**src/rtl/game_judge.sv**
```systemverilog
// Keypad sequence judge: synchronises and debounces key_in, detects digit presses,
// tracks progress through TARGET and raises registered win / game-over flags.
module game_judge #(
   parameter int                   SEQ_LEN    = 4,
   parameter int                   MAX_MISS   = 3,
   parameter int                   DEB_CYCLES = 20000,
   parameter logic [SEQ_LEN*4-1:0] TARGET     = 16'h1357
) (
   input  logic       clk,
   input  logic       reset,
   input  logic [3:0] key_in,
   input  logic       timeover,
   output logic       success,
   output logic       dot_game_over,
   output logic [1:0] miss_count,
   output logic [2:0] digit_pos,
   output logic       key_accept
);

   localparam int         CW        = $clog2(DEB_CYCLES);
   localparam logic [CW-1:0] CNT_MAX = CW'(DEB_CYCLES - 1);
   localparam logic [2:0] LAST_POS  = 3'(SEQ_LEN - 1);
   localparam logic [1:0] MISS_LAST = 2'(MAX_MISS - 1);
   localparam logic [3:0] NO_KEY    = 4'hF;

   typedef enum logic [1:0] {PLAY, WIN, LOSE, TIMEOUT} state_t;

   logic [3:0]    r_s1, r_s2, r_s2_prev;
   logic [CW-1:0] r_cnt;
   logic [3:0]    r_stable, r_stable_prev;
   logic          r_armed;
   state_t        r_state;
   logic [2:0]    r_pos;
   logic [1:0]    r_miss;
   logic          r_accept, r_success, r_over;

   logic [CW-1:0] w_cnt_nxt;
   logic          w_load;
   logic          w_event;
   logic [3:0]    w_target;
   state_t        w_state_nxt;
   logic [2:0]    w_pos_nxt;
   logic [1:0]    w_miss_nxt;
   logic          w_accept_nxt;

   always_comb begin
      w_cnt_nxt = r_cnt;
      if (r_s2 != r_s2_prev)
         w_cnt_nxt = '0;
      else if (r_cnt != CNT_MAX)
         w_cnt_nxt = r_cnt + 1'b1;
   end

   // stable_key loads on the edge the counter reaches its terminal value
   assign w_load = (w_cnt_nxt == CNT_MAX);

   // A key held across reset must be released once before it can count as a press
   assign w_event = r_armed && (r_stable_prev == NO_KEY) && (r_stable <= 4'd9);

   always_ff @(posedge clk or posedge reset) begin
      if (reset) begin
         r_s1          <= NO_KEY;
         r_s2          <= NO_KEY;
         r_s2_prev     <= NO_KEY;
         r_cnt         <= '0;
         r_stable      <= NO_KEY;
         r_stable_prev <= NO_KEY;
         r_armed       <= 1'b0;
      end else begin
         r_s1          <= key_in;
         r_s2          <= r_s1;
         r_s2_prev     <= r_s2;
         r_cnt         <= w_cnt_nxt;
         r_stable_prev <= r_stable;
         if (w_load) begin
            r_stable <= r_s2;
            if (r_s2 == NO_KEY)
               r_armed <= 1'b1;
         end
      end
   end

   always_comb begin
      w_target = 4'h0;
      for (int i = 0; i < SEQ_LEN; i++)
         if (r_pos == 3'(i))
            w_target = TARGET[(SEQ_LEN-1-i)*4 +: 4];
   end

   always_comb begin
      w_state_nxt  = r_state;
      w_pos_nxt    = r_pos;
      w_miss_nxt   = r_miss;
      w_accept_nxt = 1'b0;
      case (r_state)
         PLAY: begin
            if (timeover) begin
               w_state_nxt = TIMEOUT;
            end else if (w_event) begin
               w_accept_nxt = 1'b1;
               if (r_stable == w_target) begin
                  if (r_pos == LAST_POS)
                     w_state_nxt = WIN;
                  else
                     w_pos_nxt = r_pos + 3'd1;
               end else begin
                  w_pos_nxt  = 3'd0;
                  w_miss_nxt = r_miss + 2'd1;
                  if (r_miss == MISS_LAST)
                     w_state_nxt = LOSE;
               end
            end
         end
         default: ;
      endcase
   end

   always_ff @(posedge clk or posedge reset) begin
      if (reset) begin
         r_state   <= PLAY;
         r_pos     <= 3'd0;
         r_miss    <= 2'd0;
         r_accept  <= 1'b0;
         r_success <= 1'b0;
         r_over    <= 1'b0;
      end else begin
         r_state   <= w_state_nxt;
         r_pos     <= w_pos_nxt;
         r_miss    <= w_miss_nxt;
         r_accept  <= w_accept_nxt;
         r_success <= (w_state_nxt == WIN);
         r_over    <= (w_state_nxt == LOSE);
      end
   end

   assign success       = r_success;
   assign dot_game_over = r_over;
   assign miss_count    = r_miss;
   assign digit_pos     = r_pos;
   assign key_accept    = r_accept;

endmodule

```
**config.mk**
```make
export PLATFORM = sky130hd
export DESIGN_NAME = game_judge
export DESIGN_NICKNAME = d
export VERILOG_FILES = /design/src/rtl/game_judge.sv
export SDC_FILE = /design/constraint.sdc
export NUM_CORES = 1
export LEC_CHECK = 0
export ABC_AREA = 1
export BUFFER_PORTS_ARGS = -buffer_cell sky130_fd_sc_hd__buf_2
export CAP_MARGIN = 0
export CORE_UTILIZATION = 59
export CTS_BUF_LIST = sky130_fd_sc_hd__clkbuf_4 sky130_fd_sc_hd__clkbuf_8
export CTS_CLUSTER_SIZE = 12
export DETAILED_ROUTE_END_ITERATION = 7
export PLACE_DENSITY_LB_ADDON = 0.2
export REMOVE_ABC_BUFFERS = 1
export SLEW_MARGIN = 20
export SYNTH_ARGS = -nofsm -noshare
export SYNTH_HDL_FRONTEND = slang
export SYNTH_SLANG_ARGS = --single-unit
```
**constraint.sdc**
```tcl
create_clock -name clk -period 3.69 [get_ports clk]
set_input_delay 0.1845 -clock clk [delete_from_list [all_inputs] [get_ports clk]]
set_output_delay 0.1845 -clock clk [all_outputs]
set_load 0.01 [all_outputs]
```
==> flow_metrics.tcl <==
set metrics [dict create \
    io_buffers 14 \
    antenna_found_initial 0 \
    layout_min_cycle_time_ns 2.330 \
    timing.fmax_mhz 429.1 \
    firstDrtPassIters 4 \
    seq_area_frac_synth_pct 49.37 \
    ant_nets 0 \
    avgViaCountPerCell 4.918 \
    start_util_pct 63.17 \
    grt_pass1_vias 1675 \
    yosysWarnings 0 \
    hold_viol 0 \
    syn2layout_area_growth_pct 11.92 \
    synth_top_cell_area_share_pct 27.31 \
    die_x_um 65.55 \
    clk_pin_slew_worst_paths_ns 0.09 \
    synth-seq-cells 46 \
    finClkSkew_ns 0.01051 \
    synthArstFlopShare_pct 100.0 \
    crit_arrival_ns 2.57 \
    powerDensity_mw_per_mm2 349.1 \
    finalWirelength_um 4144 \
    diodes 0 \
    placementRows 22 \
    hp-class "in2async" \
    status "finished clean" \
    crit_path_start_kind "register" \
    grt_first_pass_wirelength_um 7217 \
    synth.top_cells.by_count "80 x nand2_1, 51 x inv_1, 27 x nor2_1" \
    place.gp.congestion 0.8887 \
    slew_viol_final 0 \
    rrSetupSlack_ns 1.36 \
    p_int_uw 737.0 \
    final_nets 332 \
    relSlewSlack_pct 49.75 \
    h-tree-depth 2 \
    clkSinkCount 46 \
    wire_per_inst_um 11.29 \
    netlist_top_cells_area "dfrtp_1 27%, dfstp_2 22%, nand2_1 13%, inv_1 8.0%, nand3_1 5.5%" \
    cp_max_fo 11 \
    irDropWorstVdd_v 0.0003533 \
    worst_pin_slew_ns 0.7509 \
    track_usage_pct 22.41 \
    cts-root-buf "clkbuf_8" \
    endpoint_kind "register" \
    io_pins 15 \
    synth_area_per_cell_um2 8.131 \
    critical_path_class "reg2reg" \
    swShare_pct 20.81 \
    synth.most_common_cell "nand2_1" \
    cts_tree "done" \
    pwr-share-clk_pct 40.7 \
    p_switching_uw 193.7 \
    core_mm2 0.003771 \
    drcViolationCount 0 \
    cts_buffer_depth 2 \
    rsz0062_at_grt "false" \
    synth_flop_cell "dfrtp_1" \
    seq_area_mm2 0.001176 \
    first_iter_violations 115 \
    n_fill_cell 285 \
    seqPwrFrac_pct 56.1 \
    syn_area_mm2 0.002382 \
    dieArea_mm2 0.004296 \
    synth_top_area_cell "dfrtp_1" \
    die_h_um 65.55 \
    finalSetupViolCount 0 \
    clk_latency_ns 0.30 \
    layout-drive-gt1-share_pct 21.32 \
    dp_hpwl_um 2999 \
    cp_data_required_time_ns 3.93 \
    numCtsBuffers 5 \
    drv_cap 0 \
    synth_edf_count 0 \
    overflow 0 \
    final_core_util_pct 70.70 \
    comb_power_share_pct 3.2 \
    tns_ns 0 \
    syn_inst 293 \
    vias 1805 \
    grt_max_degree 47 \
    leakage_uw 0.001330 \
    fin_crit_sh_pct 63.15 \
    synth_cell_types 26 \
    multi_input_area_um2 996.0 \
]
state kept, by name, summed over array words and instances (netlist names), 2 cells and up:
name,count
digit_pos,3
r_s1,4
r_s2,4
r_s2_prev,4
miss_count,2
r_cnt,15
r_stable,4
r_stable_prev,4
r_state,2
placed cells by master, fill, tap and decap left out, drive strengths merged, types with 7 or more instances in the layout:
| master | count |
|---|---|
| nand3 | 31 |
| nor2 | 37 |
| inv | 52 |
| dfstp | 20 |
| buf | 15 |
| o21ai | 7 |
| nand2 | 86 |
| nand4 | 7 |
| ha | 7 |
| dfrtp | 26 |
worst paths after layout:
check                          from  cells after the start          endpoint
hold reg to reg             r_s1[2]                      0           r_s2[2]
max in group asynchronous     reset                      3  r_stable_prev[2]
min in group clk           timeover                      4        key_accept
setup reg to reg            r_s2[1]                     11       r_stable[1]
setup / recovery            r_s2[1]                     11       r_stable[1]
hold / removal                reset                      3        r_state[0]
final cells by class:
| class | count | area share, % |
|---|---|---|
| clock buffer | 6 | 2.863 |
| sequential | 46 | 44.11 |
| multi-input combinational | 192 | 37.35 |
| clock inverter | 2 | 1.408 |
| timing repair buffer | 19 | 4.411 |
| tap | 48 | 2.252 |
| inverter | 54 | 7.602 |
worst max-delay path, stage by stage (launching register included):
cell and delay (ns):
dfstp_2 0.56, inv_1 0.05, nand2_1 0.07, nand3_1 0.11, nor2_1 0.61, nand3_1 0.26, nor2_1 0.15, nand2_1 0.10
nor2_4 0.16, nand2_2 0.10, nand2_1 0.06, nand2_1 0.05
power by group through the flow:
stage | registers [uW] | clock network [uW] | logic (uW)
after floorplan | 530 | 0 | 18.6
after global placement | 531 | 0 | 26.7
after detailed placement | 531 | 0 | 27.4
after CTS | 522 | 386 | 31.0
after global routing | 523 | 408 | 34.5
final | 522 | 379 | 30.1
through the flow:
| stage | area [um2] | hold slack, ns | power (uW) | cells | setup WS, ns |
|---|---|---|---|---|---|
| after CTS | 2666 | 0.01282 | 939.3 | 367 | 1.389 |
| after detailed placement | 2512 | 0.2911 | 558.6 | 355 | 1.416 |
| final | 2666 | 0.0006536 | 930.7 | 367 | 1.360 |
| after global placement | 2512 | 0.2897 | 557.3 | 355 | 1.519 |
| after global routing | 2666 | 0.05625 | 965.5 | 367 | 1.108 |
| after floorplan | 2375 | 0.1890 | 548.2 | 292 | 1.823 |
what timing repair did:
| action | 4_1_cts | 5_1_grt |
|---|---|---|
| buffers inserted | 0 | 0 |
| hold buffers | 4 | 0 |
| setup endpoints to repair | 0 | 0 |
| endpoints found under the hold margin | 4 | 0 |
| gates resized for setup | 0 | 0 |
cells by family (layout without fill, tap and decap cells):
family                     after synthesis  after routing  synth area share [%]
adders and majority gates                7              7                 3.676
and+or+nand+nor                        165            165                 32.56
DFF                                     46             46                 49.37
xor gates and xnor gates                 7              7                 2.574
buffers and inverters                   55             81                 8.823
AOI/OAI and AO/OA                       13             13                 2.993
metal layers:
metal  GRT usage [%]  up-vias  share of wire [%]
met2           33.63       41                 45
met1           30.19      805                 48
met3           6.076       10                4.6
li1                -      949                  -
met5               0        -                  0
met4           10.05        0                1.7
Note: power is estimated with default switching activity, not from simulation.
